**config.mk**
```make
export PLATFORM = sky130hd
export DESIGN_NAME = imem_loader
export DESIGN_NICKNAME = d
export VERILOG_FILES = /design/src/rtl/imem_loader.sv
export SDC_FILE = /design/constraint.sdc
export NUM_CORES = 1
export LEC_CHECK = 0
export ABC_CLOCK_PERIOD_IN_PS = 1890
export CAP_MARGIN = 25
export CELL_PAD_IN_SITES_DETAIL_PLACEMENT = 1
export CELL_PAD_IN_SITES_GLOBAL_PLACEMENT = 2
export CORE_MARGIN = 1.5
export CORE_UTILIZATION = 29
export CTS_BUF_LIST = sky130_fd_sc_hd__clkbuf_4 sky130_fd_sc_hd__clkbuf_8
export DETAILED_ROUTE_END_ITERATION = 10
export PLACE_DENSITY_LB_ADDON = 0.1
export SLEW_MARGIN = 20
export SYNTH_ARGS = -nofsm -noshare
export SYNTH_HDL_FRONTEND = slang
export SYNTH_SLANG_ARGS = --single-unit
export TNS_END_PERCENT = 1
```
**constraint.sdc**
```tcl
create_clock -name clock -period 1.89 [get_ports clock]
set_input_delay 0.378 -clock clock [delete_from_list [all_inputs] [get_ports clock]]
set_output_delay 0.378 -clock clock [all_outputs]
set_load 0.1 [all_outputs]
```
**src/rtl/imem_loader.sv**
```systemverilog
// Boot-time loader: packs a little-endian byte stream into 32-bit words and writes
// them sequentially into the instruction store while holding the core in reset-like stall.
module imem_loader #(
    parameter int DEPTH = 32,
    parameter int CNT_W = 6
) (
    input  logic             clock,
    input  logic             reset,
    input  logic             start,
    input  logic             in_valid,
    input  logic [7:0]       in_data,
    input  logic             in_last,
    output logic             in_ready,
    output logic             wr_en,
    output logic [31:0]      wr_addr,
    output logic [31:0]      wr_data,
    output logic             core_hold,
    output logic             load_done,
    output logic             load_err,
    output logic [CNT_W-1:0] word_count,
    output logic [1:0]       dbg_state
);

    typedef enum logic [1:0] {
        S_IDLE = 2'd0,
        S_LOAD = 2'd1,
        S_DONE = 2'd2
    } state_t;

    state_t           state_q, state_d;
    logic [1:0]       byte_idx_q, byte_idx_d;
    logic [31:0]      asm_q, asm_d;
    logic             wr_en_q, wr_en_d;
    logic [31:0]      wr_addr_q, wr_addr_d;
    logic [31:0]      wr_data_q, wr_data_d;
    logic             core_hold_q, core_hold_d;
    logic             load_done_q, load_done_d;
    logic             load_err_q, load_err_d;
    logic [CNT_W-1:0] word_count_q, word_count_d;

    logic        hs;
    logic        word_end;
    logic        start_load;
    logic [31:0] merged;

    // Valid/ready: a byte moves only on a clock edge where in_valid and in_ready are both 1;
    // in_ready depends on state alone, so the source may hold in_valid/in_data until accepted.
    assign in_ready   = (state_q == S_LOAD);
    assign hs         = in_valid & in_ready;
    assign merged     = asm_q | (32'(in_data) << {byte_idx_q, 3'b000});
    assign word_end   = hs & ((byte_idx_q == 2'd3) | in_last);
    assign start_load = start & (state_q != S_LOAD);

    always_comb begin
        state_d      = state_q;
        byte_idx_d   = byte_idx_q;
        asm_d        = asm_q;
        wr_en_d      = 1'b0;
        wr_addr_d    = wr_addr_q;
        wr_data_d    = wr_data_q;
        core_hold_d  = core_hold_q;
        load_done_d  = load_done_q;
        load_err_d   = load_err_q;
        word_count_d = word_count_q;

        if (state_q == S_LOAD && hs) begin
            byte_idx_d = byte_idx_q + 2'd1;
            asm_d      = merged;
            if (word_end) begin
                asm_d = 32'h0;
                // Store full: keep draining the stream but drop the word.
                if (word_count_q == CNT_W'(DEPTH)) begin
                    load_err_d = 1'b1;
                end else begin
                    wr_en_d      = 1'b1;
                    wr_addr_d    = 32'({word_count_q, 2'b00});
                    wr_data_d    = merged;
                    word_count_d = word_count_q + 1'b1;
                end
            end
            if (in_last) begin
                state_d     = S_DONE;
                byte_idx_d  = 2'd0;
                load_done_d = 1'b1;
                core_hold_d = 1'b0;
            end
        end

        if (start_load) begin
            state_d      = S_LOAD;
            byte_idx_d   = 2'd0;
            asm_d        = 32'h0;
            word_count_d = '0;
            load_done_d  = 1'b0;
            load_err_d   = 1'b0;
            core_hold_d  = 1'b1;
        end
    end

    always_ff @(posedge clock) begin
        if (!reset) begin
            state_q      <= S_IDLE;
            byte_idx_q   <= 2'd0;
            asm_q        <= 32'h0;
            wr_en_q      <= 1'b0;
            wr_addr_q    <= 32'h0;
            wr_data_q    <= 32'h0;
            core_hold_q  <= 1'b1;
            load_done_q  <= 1'b0;
            load_err_q   <= 1'b0;
            word_count_q <= '0;
        end else begin
            state_q      <= state_d;
            byte_idx_q   <= byte_idx_d;
            asm_q        <= asm_d;
            wr_en_q      <= wr_en_d;
            wr_addr_q    <= wr_addr_d;
            wr_data_q    <= wr_data_d;
            core_hold_q  <= core_hold_d;
            load_done_q  <= load_done_d;
            load_err_q   <= load_err_d;
            word_count_q <= word_count_d;
        end
    end

    assign wr_en      = wr_en_q;
    assign wr_addr    = wr_addr_q;
    assign wr_data    = wr_data_q;
    assign core_hold  = core_hold_q;
    assign load_done  = load_done_q;
    assign load_err   = load_err_q;
    assign word_count = word_count_q;
    assign dbg_state  = state_q;

endmodule

```
==> metrics, run 1 <==
critical path data required time=2.13 ns; Synth Area in Simple Gates=between 10% and 20%; Hold Crit Class=flip-flop to flip-flop; DR vias=2796; WL/cell=14.73 um; P_leak=2.182 nW; Worst-path clk slew=~0.080 ns; Hold Path Depth=2; final setup vio count=0; DR iter-0 viols=62; adder-cell share of the synthesized area=1.111%; fin area=4790 um2; global-route wire length before repair=approximately 14000 um; initial core utilization=between 20% and 30%; hpwl dp=6103 um; Resized cells post-CTS=0; worst reg2reg endpoint=word_count[2]$_SDFFE_PP0P_; core area=11370 um2; Synth Area in Compound Gates=22.70%; Hold Vio Cnt, Final=0; Cells after DPL=576; Mapped Cells=380; Final Cycle Share=roughly 93%; ratio of cells with drive above 1 in the final layout=22.32%; Root Driver=clkbuf_8; Yosys warnings=0; antenna cells=0; vias in the first global route=2788; synthesized cell area=3379 um2; fin util=42.13%; CTS tree=built; Chip Width=111.0 um; htree depth=3; main combinational cell family by area after synthesis=compound AO/OA/AOI/OAI gates; area grow syn2layout=41.73%; status=finished clean; hold endpoint=wr_addr[3]$_SDFFE_PN0P_; critical path endpoint category=flip-flop; count of cell types in the netlist=35; Routed Antenna Nets=0; postcts setup bufs=0; final WL=roughly 8700 um; CTS sink cnt=83; WS Path Type=flip-flop to flip-flop; Cell Pwr Density=approximately 820 nW/um2; Die H=around 110 um; Clock Tree Buf Depth=2; sum of negative setup slack=0 ns; Max IR drop VDD=around 0.00030 V; worst reg2reg path depth=7; DRT Pass-1 Iters=4; num ports=90; post-placement cell area=4603 um2; Rows=39; XOR/XNOR Fraction of Synth Area=1.037%; initial antenna violation count=0; final net count=460; post-synthesis mux area share=less than 1%; clock latency on the worst-skew pair=0.35 ns; DR vias/cell=roughly 4.7; sequential-to-total area share from yosys stat=around half; TritonCTS buffer count=9; RR Startpoint=word_count[0]$_SDFFE_PP0P_; Syn Area/Cell=a little under 9 um2; Worst Path Arrival=2.00 ns; fmax=566.0 MHz; CTS Hold Buffers Added=0; pin count of the biggest net entering global routing=40; Worst Setup Start Kind=flip-flop; port buffer count=63; Final Skew=0.003821 ns; GRT Util Overall=14.72%; fin. max-slew vios=0; Final Non-Filler Cells=591; RSZ-0062 raised after global routing=no; die area=roughly 12000 um2; GPL Wtd Cong=0.7480; R2R setup slack=about 0.12 ns; gr ovfl total=0; Crit Path Max Fanout=7; Yosys reg bits=83; number of max-cap violations=0; # DRC=0; min Tclk post-route=1.767 ns; Hold Path Origin=wr_addr[3]$_SDFFE_PN0P_
[sequential cells by signal, indices dropped and copies added, names as in the netlist]
signal,count
wr_data,32
core_hold,1
load_err,1
wr_addr,6
dbg_state,1
byte_idx_q,2
asm_q,32
wr_en,1
load_done,1
word_count,6
[cell families after synthesis]
kind of cell | Yosys count
xor+xnor | 4
compound gates | 115
mux | 1
buf+inv | 61
fa+ha+maj | 3
flops | 83
other cells | 1
simple gates | 112
[metal layers]
metal	global-route usage, %	wire, um
met2	22.88	4015
met4	5.897	142
met1	20.23	4231
met3	2.624	315
met5	0	0
[Yosys cell counts]
| cell | count | area, um2 |
|---|---|---|
| nor2b_1 | 3 | 18.77 |
| a31oi_1 | 1 | 6.260 |
| and3b_1 | 1 | 8.760 |
| nor4_1 | 1 | 6.260 |
| o221a_2 | 1 | 11.26 |
| and2_1 | 2 | 12.51 |
| o211a_1 | 32 | 320.3 |
| nor3_1 | 4 | 20.02 |
| nand3b_4 | 1 | 20.02 |
| a211oi_4 | 1 | 20.02 |
| o21ai_1 | 3 | 15.01 |
| nand3_1 | 6 | 30.03 |
| o21ai_0 | 6 | 30.03 |
| nor4b_1 | 1 | 8.760 |
| buf_4 | 31 | 232.7 |
| a21oi_1 | 68 | 340.3 |
| a21o_1 | 1 | 7.510 |
| conb_1 | 1 | 3.750 |
| nand2_1 | 44 | 165.2 |
| nand2b_1 | 2 | 12.51 |
| xnor2_1 | 4 | 35.03 |
| nor4_2 | 1 | 12.51 |
| a211oi_1 | 1 | 7.510 |
| dfxtp_1 | 83 | 1662 |
| ha_1 | 3 | 37.54 |
| mux2i_1 | 1 | 10.01 |
| nand3b_1 | 1 | 7.510 |
| clkbuf_1 | 8 | 30.03 |
| nor2_1 | 44 | 165.2 |
| a31o_1 | 1 | 8.760 |
| inv_1 | 5 | 18.77 |
| clkbuf_2 | 1 | 5.000 |
| buf_2 | 5 | 25.02 |
| buf_1 | 11 | 41.29 |
| nor4b_4 | 1 | 23.77 |
[cell type report]
class                           instances  area (um2)
Tap cell                              143       178.9
Timing Repair Buffer                   84        1261
Inverter                                5       18.77
Sequential cell                        83        1678
Fill cell                            1286        6580
Multi-Input combinational cell        261        1466
Clock buffer                           14       180.2
Clock inverter                          1       6.256
[critical path, cell delays in order (launching register included)]
cell	delay [ns]
dfxtp_4	0.42
inv_1	0.06
ha_1	0.20
nor4b_4	0.14
a211oi_4	0.36
buf_4	0.21
a211oi_1	0.08
a31o_1	0.20
[how the worst max path moves through the flow]
| stage | start | end | slack, ns | depth (start not counted) |
|---|---|---|---|---|
| after CTS | word_count[0]$_SDFFE_PP0P_ | word_count[2]$_SDFFE_PP0P_ | 0.09 | 7 |
| after global routing | word_count[0]$_SDFFE_PP0P_ | wr_data[6]$_SDFFE_PN0P_ | 0.01 | 7 |
| after floorplan | dbg_state[0]$_SDFFE_PN0P_ | asm_q[16]$_SDFFE_PP0N_ | -0.008 | 5 |
| after global placement | in_valid | asm_q[3]$_SDFFE_PP0N_ | -0.07 | 7 |
| after detailed placement | in_valid | asm_q[11]$_SDFFE_PP0N_ | -0.11 | 7 |
| final | word_count[0]$_SDFFE_PP0P_ | word_count[2]$_SDFFE_PP0P_ | 0.12 | 7 |
[power by group]
part           switching (W)  leakage, nW  total [W]  internal (W)
Clock               0.000610       0.0999    0.00122      0.000610
Sequential         0.0000464        0.676    0.00183       0.00178
Combinational       0.000645         1.41   0.000882      0.000237
Total                0.00130         2.18    0.00393       0.00263
[cell usage in the layout, fill, tap and decap left out, drive strengths merged, types with 4 or more instances in the layout]
master / instances
inv: 6
o21ai: 9
buf: 72
o211a: 32
nand2: 44
nand3: 6
nor2: 44
a21oi: 68
nor3: 4
clkdlybuf4s50: 12
conb: 26
dfxtp: 83
clkbuf: 14
xnor2: 4
[metrics by stage]
stage	worst slack, ns	hold slack (ns)	total power, W
after global routing	0.01182	0.4960	0.004107
final	0.1231	0.4520	0.003934
after floorplan	-0.007531	0.4375	0.002529
after global placement	-0.07272	0.4408	0.002754
after detailed placement	-0.1091	0.4468	0.002759
after CTS	0.08510	0.4581	0.003992
(Power assumes the default switching activity.)
==> run 2: changes to the inputs <==
--- a/constraint.sdc
+++ b/constraint.sdc
@@ -3,2 +3,2 @@
 set_output_delay 0.378 -clock clock [all_outputs]
-set_load 0.1 [all_outputs]
+set_load 0.05 [all_outputs]
==> run 2 against run 1 <==
Global-route usage rose by 0.34 points. Sequential cell count did not move. Hold slack better by 0.0039 ns. Clock-buffer cell count shrank 4. Maximum frequency shrank 4.0%. Register-to-register slack better by 0.07 ns. Power fell by 1.4%. Highest routed layer unchanged. Largest cell class unchanged. Sequential share of layout area up 3.0 points.
==> metrics, run 2 (synthesis gave the netlist of run 1 again) <==
WS Path Type=flip-flop to primary output (was flip-flop to flip-flop); Hold Crit Class=flip-flop to flip-flop (unchanged); fin area=4374 um2 (was 4790 um2); Hold Vio Cnt, Final=0 (unchanged); global-route wire length before repair=14610 um (was 14400 um); port buffer count=63 (unchanged); num ports=90 (unchanged); Worst Setup Start Kind=flip-flop (unchanged); Chip Width=111.0 um (unchanged); status=finished clean (unchanged); TritonCTS buffer count=9 (unchanged); WL/cell=14.71 um (was 14.73 um); sum of negative setup slack=0 ns (unchanged); Psw=0.001051 W (was 0.001302 W); Setup Slack @ Placement=-0.1084 ns (was -0.1091 ns); clock latency on the worst-skew pair=0.36 ns (was 0.35 ns); Cell Pwr Density=886.9 nW/um2 (was 821.3 nW/um2); Filler cells=1339 (was 1286); number of max-cap violations=0 (unchanged); Worst Path Arrival=1.46 ns (was 2.00 ns); combinational power share=14.4% (was 22.4%); Stages on worst setup path=1 (was 7); Worst-path clk slew=0.08 ns (about the same); RSZ-0062 raised after global routing=no (unchanged); GRT Util Overall=15.06% (was 14.72%); die area=12310 um2 (unchanged); fin util=38.47% (was 42.13%); critical path endpoint category=primary output (was flip-flop); Root Driver=clkbuf_8 (unchanged); DR iter-0 viols=85 (was 62); final worst slack=0.05015 ns (was 0.1231 ns); P_leak=2.159 nW (was 2.182 nW); post-placement cell area=4139 um2 (was 4603 um2); fin. max-slew vios=0 (unchanged); initial antenna violation count=0 (unchanged); Max IR drop VDD=0.0004339 V (was 0.0002980 V); # DRC=0 (unchanged); Rows=39 (unchanged); Slew Limit Headroom=about two thirds; Power Internal=0.002829 W (was 0.002632 W); Crit Path Max Fanout=1 (was 7); Final Cycle Share=97.35% (was 93.49%); switch share=27.08% (was 33.09%); DRT Pass-1 Iters=4 (unchanged); Slowest-stage cell, CP=clkdlybuf4s50_1 (was dfxtp_4); GPL Wtd Cong=0.7497 (was 0.7480); Hold Path Depth=1 (was 2); pin count of the biggest net entering global routing=42 (was 40); commonest cells after routing, fill and taps aside=dfxtp_1, buf_4, a21oi_1, nor2_1, nand2_1 (was dfxtp_1, a21oi_1, buf_12, nor2_1, nand2_1); CTS tree=built (unchanged); min Tclk post-route=1.840 ns (was 1.767 ns); final net count=470 (was 460); Die H=111.0 um (unchanged); delay of the slowest cell on the worst path=0.79 ns (was 0.42 ns); CTS Hold Buffers Added=0 (unchanged); multi-input combinational cell area=1466 um2 (unchanged); Clock Tree Buf Depth=2 (unchanged); area grow syn2layout=29.43% (was 41.73%); Final Total Pwr=0.003880 W (was 0.003934 W); vias in the first global route=2803 (was 2788); critical path data required time=1.51 ns (was 2.13 ns); DR vias/cell=4.682 (was 4.731); buffer and inverter count on the worst path=1 (was 2); final setup vio count=0 (unchanged); worst reg2reg path depth=7 (unchanged); gr ovfl total=0 (unchanged); hpwl dp=6254 um (was 6103 um); antenna cells=0 (unchanged); initial core utilization=29.72% (unchanged); crit path cell chain=clkdlybuf4s50_1 (was inv_1 -> ha_1 -> nor4b_4 -> a211oi_4 -> buf_4 -> a211oi_1 -> a31o_1); commonest non-fill, non-tap cell in the layout=dfxtp_1 (unchanged); CTS sink cnt=83 (unchanged); final WL=8840 um (was 8704 um); htree depth=3 (unchanged); clock network fraction of design power=38.9% (was 31.0%); Top Family by Delay on Critical Path=buffers and inverters (was compound AO/OA/AOI/OAI gates); DR vias=2814 (was 2796); Final Skew=0.007776 ns (was 0.003821 ns); core area=11370 um2 (unchanged); register area=1662 um2 (was 1678 um2); fmax=543.5 MHz (was 566.0 MHz); Seq pwr share=46.7% (was 46.6%); Least-Margin Pin Slew=0.4995 ns; Routed Antenna Nets=0 (unchanged); ratio of cells with drive above 1 in the final layout=21.18% (was 22.32%)
-- run 2: cell types whose count changed in the layout (fill, tap and decap cells not counted), sizes merged, moves of 2 or more --
cell          before  now
buf               72   76
bufinv             0    3
clkbuf            14   10
dlymetal6s2s       0    2
dlygate4sd2        0    3
-- run 2: worst paths after layout --
| kind | slack [ns] | end | start |
|---|---|---|---|
| setup reg to reg | 0.19 | wr_data[3]$_SDFFE_PN0P_ | word_count[0]$_SDFFE_PP0P_ |
| hold / removal | 0.46 | core_hold$_SDFFE_PP1P_ | core_hold$_SDFFE_PP1P_ |
| hold reg to reg | 0.46 | core_hold$_SDFFE_PP1P_ | core_hold$_SDFFE_PP1P_ |
| setup / recovery | 0.05 | wr_en | wr_en$_SDFF_PN0_ |
-- run 2: power groups by stage --
stage / Clock, W / Sequential (W) / Combinational (W)
after detailed placement: 0 / 0.00186 / 0.000561
after floorplan: 0 / 0.00197 / 0.000310
after global placement: 0 / 0.00185 / 0.000558
after global routing: 0.00165 / 0.00182 / 0.000593
after CTS: 0.00157 / 0.00181 / 0.000562
final: 0.00151 / 0.00181 / 0.000557
-- run 2: what timing repair did --
| item | CTS | global route |
|---|---|---|
| pin swaps | 0 | 0 |
| resized for setup | 3 | 2 |
| setup endpoints to repair | 3 | 2 |
| buffers inserted | 0 | 0 |
-- run 2: routing by layer --
metal	global-route usage, %	vias to the layer above	wire length, um
met2	24.36	53	4154
li1	-	1390	-
met3	2.515	11	306
met1	19.54	1360	4233
met5	0	-	0
met4	7.179	0	145
-- run 2: area by class of cell --
type	instances	area share [%]
Tap cell	143	4.090
Timing Repair Buffer	94	18.62
Inverter	5	0.4291
Multi-Input combinational cell	261	33.52
Sequential cell	83	37.99
Clock inverter	5	2.346
Clock buffer	10	3.003
-- run 2: through the flow --
step / hold slack, ns / std cells
detailed placement: 0.4406 / 586
global route: 0.4812 / 601
floorplan: 0.4375 / 405
finish: 0.4559 / 601
global placement: 0.4383 / 586
CTS: 0.4602 / 601
==> run 3: changes to the inputs <==
CORE_UTILIZATION = 28   (was 29)
CTS_BUF_LIST = sky130_fd_sc_hd__clkbuf_4 sky130_fd_sc_hd__clkbuf_8 sky130_fd_sc_hd__clkbuf_16   (was sky130_fd_sc_hd__clkbuf_4 sky130_fd_sc_hd__clkbuf_8)
SKIP_LAST_GASP = 1   (was default)
==> run 3 against run 2 <==
Maximum frequency is 0.44% lower. Critical path depth unchanged. Worst setup slack got worse by 0.0081 ns. Highest routed layer unchanged. Clock-buffer cell count up 3. Largest power group is now clock. Sequential cell count did not move.
==> metrics, run 3 (synthesis gave the netlist of run 1 again) <==
P_leak=2.174 nW (was 2.159 nW); TritonCTS buffer count=9 (unchanged); final net count=469 (was 470); GPL Wtd Cong=0.7131 (was 0.7497); CTS Hold Buffers Added=0 (unchanged); critical path endpoint category=primary output (unchanged); post-placement cell area=4144 um2 (was 4139 um2); number of max-cap violations=0 (unchanged); Chip Width=112.9 um (was 111.0 um); Final Total Pwr=0.004376 W (was 0.003880 W); Max IR drop VDD=0.0003319 V (was 0.0004339 V); Crit Path Max Fanout=2 (was 1); vias in the first global route=2777 (was 2803); Slew Limit Headroom=60.68% (was 66.65%); initial core utilization=29.10% (was 29.72%); core area=11610 um2 (was 11370 um2); Hold Vio Cnt, Final=0 (unchanged); antenna cells=0 (unchanged); die area=12740 um2 (was 12310 um2); pin count of the biggest net entering global routing=35 (was 42); commonest non-fill, non-tap cell in the layout=dfxtp_1 (unchanged); Die H=112.9 um (was 111.0 um); port buffer count=63 (unchanged); Top Family by Delay on Critical Path=buffers and inverters (unchanged); crit path cell chain=clkdlybuf4s50_1 (unchanged); # DRC=0 (unchanged); sum of negative setup slack=0 ns (unchanged); DR iter-0 viols=79 (was 85); hpwl dp=6378 um (was 6254 um); Slowest-stage cell, CP=clkdlybuf4s50_1 (unchanged); num ports=90 (unchanged); worst setup path start=wr_addr[6]$_SDFFE_PN0P_ (was wr_en$_SDFF_PN0_); gr ovfl total=0 (unchanged); Rows=39 (unchanged); Least-Margin Pin Slew=0.5886 ns (was 0.4995 ns); GRT Util Overall=14.82% (was 15.06%); WS Path Type=flip-flop to primary output (unchanged); final WL=8960 um (was 8840 um); Filler cells=1351 (was 1339); final setup vio count=0 (unchanged); buffer and inverter count on the worst path=1 (unchanged); commonest cells after routing, fill and taps aside=dfxtp_1, buf_4, a21oi_1, nor2_1, nand2_1 (unchanged); GR Layer Usage met1=18.86% (was 19.54%); critical path data required time=1.51 ns (about the same); RSZ-0062 raised after global routing=no (unchanged); htree depth=3 (unchanged); Cell Pwr Density=973.7 nW/um2 (was 886.9 nW/um2); area grow syn2layout=32.99% (was 29.43%); met2 usage=24.11% (was 24.36%); global-route wire length before repair=14510 um (was 14610 um); DR vias/cell=4.689 (was 4.682); Worst Setup Start Kind=flip-flop (unchanged); CTS sink cnt=83 (unchanged); delay of the slowest cell on the worst path=0.80 ns (was 0.79 ns); Hold Path Origin=wr_addr[3]$_SDFFE_PN0P_ (was core_hold$_SDFFE_PP1P_); CTS tree=built (unchanged); Worst Path Arrival=1.47 ns (was 1.46 ns); Clock Tree Buf Depth=2 (unchanged); postcts setup bufs=0 (unchanged); Root Driver=clkbuf_16 (was clkbuf_8); fin area=4494 um2 (was 4374 um2); DR vias=2818 (was 2814); Hold Crit Class=flip-flop to flip-flop (unchanged); fin. max-slew vios=0 (unchanged); min Tclk post-route=1.848 ns (was 1.840 ns); Final Skew=0.002407 ns (was 0.007776 ns); Worst-path clk slew=0.06 ns (was 0.08 ns); met3 Use GR=3.267% (was 2.515%); fin util=38.70% (was 38.47%); initial antenna violation count=0 (unchanged); Fin Hold WS=0.4523 ns (was 0.4559 ns); Final Cycle Share=97.78% (was 97.35%); clock latency on the worst-skew pair=0.34 ns (was 0.36 ns); fmax=541.1 MHz (was 543.5 MHz); Routed Antenna Nets=0 (unchanged); ratio of cells with drive above 1 in the final layout=21.18% (unchanged); WL/cell=14.91 um (was 14.71 um); GRT Max-Usage Layer=met2 (unchanged); DRT Pass-1 Iters=4 (unchanged); RR Startpoint=word_count[0]$_SDFFE_PP0P_ (unchanged); status=finished clean (unchanged)
-- run 3: layer usage --
layer	share of wire, %	vias to the layer above
met5	0	-
met4	2.0	0
met3	3.5	11
met2	47	58
met1	47	1354
li1	-	1395
-- run 3: final timing paths --
| check | endpoint | slack [ns] | cells after the start |
|---|---|---|---|
| worst max-delay path | wr_addr[6] | 0.04 | 1 |
| worst min-delay path | wr_addr[3]$_SDFFE_PN0P_ | 0.45 | 2 |
| worst max register to register | word_count[2]$_SDFFE_PP0P_ | 0.20 | 7 |
| worst min register to register | wr_addr[3]$_SDFFE_PN0P_ | 0.45 | 2 |
-- run 3: worst min-delay path, stage by stage (launching register included) --
cell     delay [ns]
dfxtp_1        0.31
nand2_1        0.05
o21ai_1        0.05
-- run 3: area by class of cell --
type	instances	area (um2)	area share (%)
clock buffers	13	280.3	6.236
flip-flops and latches	83	1662	36.97
multi-input cells	261	1466	32.63
clock inverters	3	67.56	1.503
repair buffers	93	820.8	18.26
well taps	143	178.9	3.981
inverters	5	18.77	0.4176
-- run 3: where the power goes --
part	internal, W	switching [W]	total (W)
Clock	0.00130	0.000698	0.00200
Combinational	0.000162	0.000399	0.000560
Sequential	0.00179	0.0000257	0.00182
-- run 3: repair_timing --
action                                  in CTS  in global routing
endpoints found under the setup margin       0                  1
resized for setup                            0                  1
hold endpoints to repair                     0                  0
-- run 3: metrics by stage --
stage,setup WS (ns),cells
after CTS,0.01834,601
after floorplan,-0.1469,405
final,0.04202,601
after global routing,0.003241,601
after detailed placement,-0.1220,585
after global placement,-0.07318,585
